[src/rtl/ula_pkg.sv]
// Shared definitions for the ULA multiply path: FSM state encoding and default operand width.
package ula_pkg;

  localparam int MUL_WIDTH = 8;

  typedef enum logic [1:0] {
    ST_IDLE = 2'd0,
    ST_CALC = 2'd1,
    ST_DONE = 2'd2
  } mul_state_t;

endpackage

[src/rtl/somador_mult.sv]
// WIDTH-bit unsigned adder with carry-out; forms the partial-product sum of the multiplier.
module somador_mult #(
  parameter int WIDTH = 8
) (
  input  logic [WIDTH-1:0] a,
  input  logic [WIDTH-1:0] b,
  output logic [WIDTH-1:0] s,
  output logic             cout
);

  assign {cout, s} = {1'b0, a} + {1'b0, b};

endmodule

[src/rtl/multiplicador_sequencial.sv]
// Unsigned shift-add multiplier: one partial product per clock, start/done handshake,
// product registered and held between operations.
module multiplicador_sequencial
  import ula_pkg::*;
#(
  parameter int WIDTH = MUL_WIDTH
) (
  input  logic               clk,
  input  logic               reset,
  input  logic               start,
  input  logic [WIDTH-1:0]   a,
  input  logic [WIDTH-1:0]   b,
  output logic               busy,
  output logic               done,
  output logic [2*WIDTH-1:0] res
);

  localparam int CW = $clog2(WIDTH + 1);

  mul_state_t           state, state_n;
  logic [WIDTH-1:0]     mcand;
  logic [2*WIDTH-1:0]   acc;
  logic [2*WIDTH-1:0]   acc_n;
  logic [CW-1:0]        cnt;
  logic [2*WIDTH-1:0]   res_q;
  logic [WIDTH-1:0]     addend;
  logic [WIDTH-1:0]     sum_lo;
  logic                 sum_co;
  logic                 load;
  logic                 last;

  assign addend = acc[0] ? mcand : '0;

  somador_mult #(.WIDTH(WIDTH)) u_somador (
    .a    (acc[2*WIDTH-1:WIDTH]),
    .b    (addend),
    .s    (sum_lo),
    .cout (sum_co)
  );

  // Right shift keeps the adder carry as the new MSB.
  assign acc_n = {sum_co, sum_lo, acc[WIDTH-1:1]};

  always_comb begin
    state_n = state;
    load    = 1'b0;
    last    = 1'b0;
    case (state)
      ST_IDLE: begin
        if (start) begin
          load    = 1'b1;
          state_n = ST_CALC;
        end
      end
      ST_CALC: begin
        if (cnt == CW'(1)) begin
          last    = 1'b1;
          state_n = ST_DONE;
        end
      end
      ST_DONE: begin
        if (start) begin
          load    = 1'b1;
          state_n = ST_CALC;
        end else begin
          state_n = ST_IDLE;
        end
      end
      default: state_n = ST_IDLE;
    endcase
  end

  always_ff @(posedge clk or posedge reset) begin
    if (reset) begin
      state <= ST_IDLE;
    end else begin
      state <= state_n;
    end
  end

  always_ff @(posedge clk or posedge reset) begin
    if (reset) begin
      mcand <= '0;
      acc   <= '0;
      cnt   <= '0;
      res_q <= '0;
    end else if (load) begin
      mcand <= a;
      acc   <= {{WIDTH{1'b0}}, b};
      cnt   <= CW'(WIDTH);
    end else if (state == ST_CALC) begin
      acc <= acc_n;
      cnt <= cnt - CW'(1);
      if (last) begin
        res_q <= acc_n;
      end
    end
  end

  assign busy = (state == ST_CALC);
  assign done = (state == ST_DONE);
  assign res  = res_q;

endmodule

[config.mk]
export PLATFORM = sky130hd
export DESIGN_NAME = multiplicador_sequencial
export DESIGN_NICKNAME = d
export VERILOG_FILES = /design/src/rtl/ula_pkg.sv /design/src/rtl/somador_mult.sv /design/src/rtl/multiplicador_sequencial.sv
export SDC_FILE = /design/constraint.sdc
export NUM_CORES = 1
export LEC_CHECK = 0
export ABC_AREA = 0
export CORE_UTILIZATION = 51
export CTS_CLUSTER_SIZE = 10
export DETAILED_ROUTE_END_ITERATION = 7
export HOLD_SLACK_MARGIN = 0.03
export PLACE_DENSITY = 0.77
export SYNTH_ARGS = -nofsm -noshare
export SYNTH_HDL_FRONTEND = slang
export SYNTH_SLANG_ARGS = --single-unit
[constraint.sdc]
create_clock -name clk -period 3 [get_ports clk]
set_input_delay 0.6 -clock clk [delete_from_list [all_inputs] [get_ports clk]]
set_output_delay 0.6 -clock clk [all_outputs]
set_load 0.05 [all_outputs]
# Yosys cells after proc, flatten, opt, wreduce, memory -nomap -nowiden
# Cells that the tools add are included.
totals:
  register_bits: 46
  out_inout_bits: 18
classes:
  addsub: 2
  reduce_logical: 5
  mux: 13
  n_bitwise: 1
  n_eq_ne: 5
op_table:
  columns: ["operator", "count"]
  rows:
  - ["16-bit two-way mux", 2]
  - ["8-bit by 8-bit adder with 9-bit output", 1]
  - ["4-bit two-way mux", 2]
  - ["8-bit two-way mux", 1]
  - ["2-bit case mux with 3 select lines", 1]
  - ["1-bit two-way mux", 5]
  - ["4-bit by 1-bit equality test with 1-bit output (second input constant)", 1]
  - ["2-bit two-way mux", 2]
  - ["4-bit by 1-bit subtractor with 4-bit output (second input constant)", 1]
  - ["3-bit AND reduction", 1]
  - ["2-bit by 1-bit equality test with 1-bit output (second input constant)", 1]
  - ["2-bit equality test (second input constant)", 1]
  - ["2-bit logical NOT", 1]
  - ["2-bit by 1-bit != test with 1-bit output (second input constant)", 1]
  - ["2-bit != test (second input constant)", 1]
  - ["2-bit AND reduction", 1]
  - ["2-bit nonzero test", 1]
  - ["2-bit OR reduction", 1]
  - ["1-bit NOT", 1]

# Logic depth before layout (Yosys ltp)
# Gate-level depths: netlist of run 1.
depth:
  word_depth: 5
  mapped_depth: 9
  ltp_nobuf: 7

# By module
# A second synthesis of run 1 with hierarchy kept.
hier_totals:
  cells_unflattened: 172
  hier_area_um2: 2238.4
by_module_without_submodules:
  columns: ["mod", "area_per_inst_um2", "seq_area_each_um2", "n_inst", "cells_per_inst"]
  rows:
  - ["multiplicador_sequencial", 1914.3, 1151.1, 1, 130]
  - ["somador_mult", 324.1, 0.0, 1, 42]

# Worst setup path after synthesis of run 1
# No wires, ideal clock.
synth_path:
  kind: "register to register"
  from: "register acc[0]"
  to: "register res_q[13] (netlist: res[13])"
  period_less_slack_ns: 2.095
  arrival_time_ns: 2.029
  path_slack_ns: 0.905
  setup_time_ns: 0.067
  stages_incl_launch_ff: 8
  path_cell_list: "dfrtp_1 > and2_1 > ha_1 > fa_1 > a211oi_1 > o21ai_0 > a211oi_1 > mux2_2"
synth_between:
  elab_chain_len: 2
synth_lines:
  columns: ["item", "line", "text"]
  rows:
  - ["start, declared", "multiplicador_sequencial.sv:22", "logic [2*WIDTH-1:0] acc;"]
  - ["start signal, assigned", "multiplicador_sequencial.sv:89", "acc <= {{WIDTH{1'b0}}, b};"]
  - ["start signal, assigned", "multiplicador_sequencial.sv:92", "acc <= acc_n;"]
  - ["8-bit two-way mux", "multiplicador_sequencial.sv:32", "assign addend = acc[0] ? mcand : '0;"]
  - ["8-bit by 8-bit adder with 9-bit output", "somador_mult.sv:11", "assign {cout, s} = {1'b0, a} + {1'b0, b};"]
  - ["end signal, assigned", "multiplicador_sequencial.sv:95", "res_q <= acc_n;"]
  - ["end, declared", "multiplicador_sequencial.sv:25", "logic [2*WIDTH-1:0] res_q;"]
# Every way passes these cells.
# A chain may end at the register's enable or synchronous reset.

# Worst setup path in the final report of run 1
layout_path:
  from: "register state[1]"
  to: "output port busy"
layout_between:
  elab_chain_len: 1
layout_lines:
  columns: ["item", "line", "text"]
  rows:
  - ["start, declared", "multiplicador_sequencial.sv:20", "mul_state_t state, state_n;"]
  - ["start signal, assigned", "multiplicador_sequencial.sv:77", "state <= state_n;"]
  - ["2-bit by 1-bit equality test with 1-bit output", "multiplicador_sequencial.sv:100", "assign busy = (state == ST_CALC);"]
  - ["end, declared", "multiplicador_sequencial.sv:13", "output logic busy,"]
# Every way passes these cells.

==> results.yml, run 1 <==
status:
  status: "completed"
routing:
  drt-pass1-iter-count: 4
  via_per_inst: 5.42
  routed.top_layer: "met4"
  antenna_left: 0
  drt_iter0_drc: 98
  route.detailed.drc: 0
  wl_mm: 4.37
  wl_met1_mm: 2.13
  dr_wl_met2_mm: 1.96
  wl_per_cell_um: 14.6
  wl_met3_um: 196
  vias: 1626
yosys:
  synth_top_area_share_pct: 52.6
  yosysWarningCount: 0
  ys_ff_latch: 46
  ys.flop_type: "dfrtp_1"
  postSynthAreaPerCell_um2: 10.5
  async_flop_share_pct: 100
  synth_cell_type_count: 39
  seq_area_frac_synth_pct: 52.6
  synth_top_area_cell: "dfrtp_1"
  synth-edff-count: 0
  synth_top_cells_by_count: "nand2_1 (52), dfrtp_1 (46), mux2_2 (11), ha_1 (10)"
  synth_area_mm2: 0.00219
  syn-num-nets: 239
  synthTopCellsByArea: "dfrtp_1 (53%), nand2_1 (8.9%), ha_1 (5.7%)"
  synth_cells: 209
  yosysMostFrequentCell: "nand2_1"
global_route:
  grt_pass1_wl_mm: 7.08
  grt_usage_pct: 21.9
  grt_pass1_vias: 1511
  antenna_found_initial: 0
  grt_overflow: 0
  grt_max_degree: 47
layout:
  areaGrowthSynthToFinish_pct: 23.2
  instances_no_fill: 300
  diodes: 0
  postLayoutCoreUtil_pct: 66.4
  fillCellCount: 317
  drive_gt1_share_pct: 10.8
  final_net_count: 279
cts:
  post_cts_resized: 0
  htreeDepth: 2
  clkLatencyLatePin_ns: 0.30
  clk_path_buf_depth: 2
  clk_pin_slew_worst_paths_ns: 0.08
  cts_sinks: 46
  cts_tree: "done"
  cts_setup_buffers: 0
  ctsHoldBuffers: 0
  clockRootBuffer: "clkbuf_8"
  cts_buffers: 5
worst_setup_path:
  slowest_stage: "clkdlybuf4s50_1"
  worstPathMaxFanout: 7
  cp.required_ns: 2.40
  cp_top_family: "buffers and inverters"
  crit_buf_inv: 2
  end_kind: "output port"
  cpPeakStageDelay_ns: 0.80
  cp.arrival_ns: 1.85
  crit_type: "flop to output port"
  reg2reg_slack_ns: 0.55
  worstSetupStartpointType: "flop"
  cp_cell_sequence: "nand2b_1, inv_2, clkdlybuf4s50_1"
power_and_ir_drop:
  vdd_ir_drop_max_uv: 505
  p_leak_uw: 0.00128
  p_per_area_mw_per_mm2: 1160
die:
  rows: 23
  die_w_um: 67.5
  start_util_pct: 53.9
  core_mm2: 0.00406
  ioPinCount: 37
  fp.dieH_um: 67.5
  dieArea_mm2: 0.00455
sta:
  worst_slack_ns: 0.548
  fin_crit_sh_pct: 81.7
  finalClockSkew_ns: 0.00662
  rsz0062_at_grt: "false"
  post-route-min-period_ns: 2.45
  worstMarginPinSlew_ns: 1.16
  holdWs_ns: 0.481
  slew_headroom_pct: 22.5
  timing.fmax_ghz: 0.408
  final_max_slew_viol_count: 0
  setup-violations-final: 0
  hold_violations: 0
  finalSetupTns_ns: 0
place:
  gp_congestion: 0.815
  dpl.hpwl_mm: 3.00
  dp_slack_ns: 0.567
  place_inst: 292
  port_buffers: 36
flow_run:
  drv_cap: 0
worst_hold_path:
  hold_class: "flop to flop"
==> through the flow <==
stage / area [um2] / total power, uW
6_report: 2700 / 3120
5_1_grt: 2700 / 3340
4_1_cts: 2700 / 3130
3_5_place_dp: 2600 / 2730
3_3_place_gp: 2600 / 2680
2_1_floorplan: 2190 / 2260
==> final timing paths <==
| kind | depth (start not counted) | from | endpoint |
|---|---|---|---|
| worst min register to register | 2 | res[4]$_DFFE_PP0P_ | res[4]$_DFFE_PP0P_ |
| worst min-delay path | 2 | res[4]$_DFFE_PP0P_ | res[4]$_DFFE_PP0P_ |
| worst max register to register | 7 | acc[0]$_DFFE_PP0P_ | res[13]$_DFFE_PP0P_ |
| min in group asynchronous | 3 | reset | acc[4]$_DFFE_PP0P_ |
| worst max-delay path | 3 | state[1]$_DFFE_PP0P_ | busy |
| max in group asynchronous | 3 | reset | acc[11]$_DFFE_PP0P_ |
==> kinds of logic (layout without fill, tap and decap cells) <==
kind of cell,Yosys count,in the layout,share of synthesized area (%)
xor gates and xnor gates,5,5,2.00
buffers and inverters,12,53,2.52
AOI/OAI and AO/OA,41,41,13.2
adders and majority gates,11,11,6.64
DFF,46,46,52.6
muxes,12,12,6.12
and+or+nand+nor,82,82,16.9
==> sequential cells by signal (all words and copies together) (netlist names) <==
signal and cells:
mcand 8, res 16, state 2, cnt 4
acc 16
==> power by group <==
part | total [uW] | internal [uW] | switching (uW)
sequential | 1090 | 905 | 185
clock | 389 | 186 | 203
combinational | 1640 | 662 | 979
total | 3120 | 1750 | 1370
==> placed cells by master, fill, tap and decap left out, types with 6 or more instances in the layout <==
master,n
nand2_1,52
dfrtp_1,46
clkdlybuf4s50_1,36
mux2_2,11
ha_1,10
a22oi_1,9
and2_1,9
nor2_1,8
o21ai_0,7
clkbuf_8,6
==> metal layers <==
| layer | global-route usage (%) | up-vias |
|---|---|---|
| met2 | 32.3 | 37 |
| met1 | 29.1 | 781 |
| met4 | 9.84 | 0 |
| li1 | - | 800 |
| met3 | 6.93 | 8 |
| met5 | 0 | - |
==> worst min-delay path: cells and delay by family (launching register included) <==
family / cells / cell delay [ns]
DFF: 1 / 0.35
and+or+nand+nor: 2 / 0.10
==> layout make-up <==
cell class / count / area (um2) / area share (%)
Clock buffer: 7 / 86.3 / 3.20
Clock inverter: 1 / 5.00 / 0.186
Inverter: 5 / 18.8 / 0.696
Multi-Input combinational cell: 151 / 981 / 36.4
Sequential cell: 46 / 1150 / 42.7
Tap cell: 50 / 62.6 / 2.32
Timing Repair Buffer: 40 / 390 / 14.5
(Power assumes the default switching activity.)
==> inputs of run 2 (changes only) <==
--- a/config.mk
+++ b/config.mk
@@ -6,11 +6,11 @@
 export NUM_CORES = 1
 export LEC_CHECK = 0
 export ABC_AREA = 0
-export CORE_UTILIZATION = 51
+export CORE_UTILIZATION = 47
 export CTS_CLUSTER_SIZE = 10
 export DETAILED_ROUTE_END_ITERATION = 7
 export HOLD_SLACK_MARGIN = 0.03
-export PLACE_DENSITY = 0.77
+export PLACE_DENSITY = 0.75
 export SYNTH_ARGS = -nofsm -noshare
 export SYNTH_HDL_FRONTEND = slang
 export SYNTH_SLANG_ARGS = --single-unit
==> constraint.sdc (replaced) <==
create_clock -name clk -period 2.1 [get_ports clk]
set_input_delay 0.42 -clock clk [delete_from_list [all_inputs] [get_ports clk]]
set_output_delay 0.42 -clock clk [all_outputs]
set_load 0.05 [all_outputs]
==> results.yml, run 2 (synthesis gave the netlist of run 1 again) <==
layout:
  instances_no_fill: 313
  final_common_cell: "nand2_1"
  areaGrowthSynthToFinish_pct: 31.6
  drive_gt1_share_pct: 19.5
  final_net_count: 290
  fillCellCount: 356
  final_cell_mix: "nand2_1 (52), dfrtp_1 (46), clkdlybuf4s50_1 (34), buf_4 (13), mux2_2 (11)"
  diodes: 0
cts:
  cts_buffers: 5
  htreeDepth: 2
  cts_sinks: 46
  clockRootBuffer: "clkbuf_8"
  clk_path_buf_depth: 2
  clk_pin_slew_worst_paths_ns: 0.09
  clkLatencyLatePin_ns: 0.30
  cts_tree: "done"
place:
  port_buffers: 36
  gp_congestion: 0.857
  place_inst: 303
  dpl.hpwl_mm: 3.38
  dp_slack_ns: -0.0744
die:
  dieArea_mm2: 0.00493
  die_w_um: 70.2
  fp.dieH_um: 70.2
  rows: 24
  start_util_pct: 49.5
  ioPinCount: 37
  core_mm2: 0.00441
global_route:
  grt_max_degree: 31
  grt_pass1_wl_mm: 8.02
  grt_pass1_vias: 1680
  antenna_found_initial: 0
  grt_overflow: 0
  grt_usage_pct: 21.1
routing:
  wl_per_cell_um: 14.7
  drt_iter0_drc: 50
  via_per_inst: 5.35
  antenna_left: 0
  wl_mm: 4.61
  vias: 1675
  drt-pass1-iter-count: 4
  route.detailed.drc: 0
sta:
  worst_slack_ns: 0.0558
  hold_violations: 0
  timing.fmax_ghz: 0.489
  fin_crit_sh_pct: 97.3
  finalSetupTns_ns: 0
  post-route-min-period_ns: 2.04
  slew_headroom_pct: 44.4
  finalClockSkew_ns: 0.0116
  worstMarginPinSlew_ns: 0.831
  final_max_slew_viol_count: 0
  setup-violations-final: 0
worst_setup_path:
  crit_type: "flop to flop"
  cp.arrival_ns: 2.23
  rr_worst_depth: 8
  worstPathMaxFanout: 3
  worstSetupStartpointType: "flop"
  reg2reg_slack_ns: 0.06
  end_kind: "flop"
  cp.required_ns: 2.28
worst_hold_path:
  hold_class: "input port to async pin"
power_and_ir_drop:
  power.total_uw: 4840
  vdd_ir_drop_max_uv: 776
  p_per_area_mw_per_mm2: 1680
  p_leak_uw: 0.00135
status:
  status: "completed"
flow_run:
  drv_cap: 0
## run 2: final timing paths
path,end,start
min in group clk,res[4]$_DFFE_PP0P_,res[4]$_DFFE_PP0P_
max,res[11]$_DFFE_PP0P_,acc[0]$_DFFE_PP0P_
max reg2reg,res[11]$_DFFE_PP0P_,acc[0]$_DFFE_PP0P_
min reg2reg,res[4]$_DFFE_PP0P_,res[4]$_DFFE_PP0P_
min,res[6]$_DFFE_PP0P_,reset
max in group asynchronous,res[11]$_DFFE_PP0P_,reset
## run 2: routing by layer
| metal | routed length, um | global-route usage (%) |
|---|---|---|
| met1 | 2220 | 29.4 |
| met2 | 2180 | 32.8 |
| met3 | 160 | 4.18 |
| met4 | 60 | 7.78 |
| met5 | 0 | 0 |
## run 2: what timing repair did
| action | CTS | global route |
|---|---|---|
| setup buffers | 0 | 2 |
| setup endpoints to repair | 7 | 6 |
| cloned | 0 | 0 |
| gates resized for setup | 6 | 9 |
| hold buffers | 0 | 0 |
| pin swaps | 1 | 7 |
## run 2: area by class of cell
cell class	count	area, um2	share of cell area, %
clock buffer	5	68.8	2.39
clock inverter	3	21.3	0.739
sequential	46	1150	40.0
tap	52	65.1	2.26
timing repair buffer	51	509	17.7
inverter	5	18.8	0.652
multi-input combinational	151	1040	36.3
## run 2: critical path, cell delays in order (launching register included)
cell     delay (ns)
dfrtp_1        0.40
and2_4         0.17
ha_4           0.16
fa_2           0.39
buf_6          0.14
a21o_1         0.18
a21oi_2        0.13
xnor2_1        0.09
mux2_2         0.26
## run 2: stage by stage
stage / instance area (um2) / hold WS, ns / util (%)
final: 2880 / 0.445 / 65.2
after global routing: 2880 / 0.516 / 65.2
after CTS: 2810 / 0.462 / 63.6
after detailed placement: 2690 / 0.461 / 61.0
after global placement: 2690 / 0.458 / 61.0
after floorplan: 2190 / 0.455 / -
## run 2: power by group
part | internal, uW | switching, uW | total, uW
registers | 1290 | 274 | 1570
clock network | 234 | 307 | 541
logic | 1230 | 1510 | 2730
==> inputs of run 3 (changes only) <==
--- a/config.mk
+++ b/config.mk
@@ -6,9 +6,11 @@
 export NUM_CORES = 1
 export LEC_CHECK = 0
 export ABC_AREA = 0
+export CAP_MARGIN = 20
 export CORE_UTILIZATION = 47
 export CTS_CLUSTER_SIZE = 10
 export DETAILED_ROUTE_END_ITERATION = 7
+export GPL_ROUTABILITY_DRIVEN = 0
 export HOLD_SLACK_MARGIN = 0.03
 export PLACE_DENSITY = 0.75
 export SYNTH_ARGS = -nofsm -noshare
==> results of run 3 <==
Final layout, timing and power as in run 2 (identical DEF).
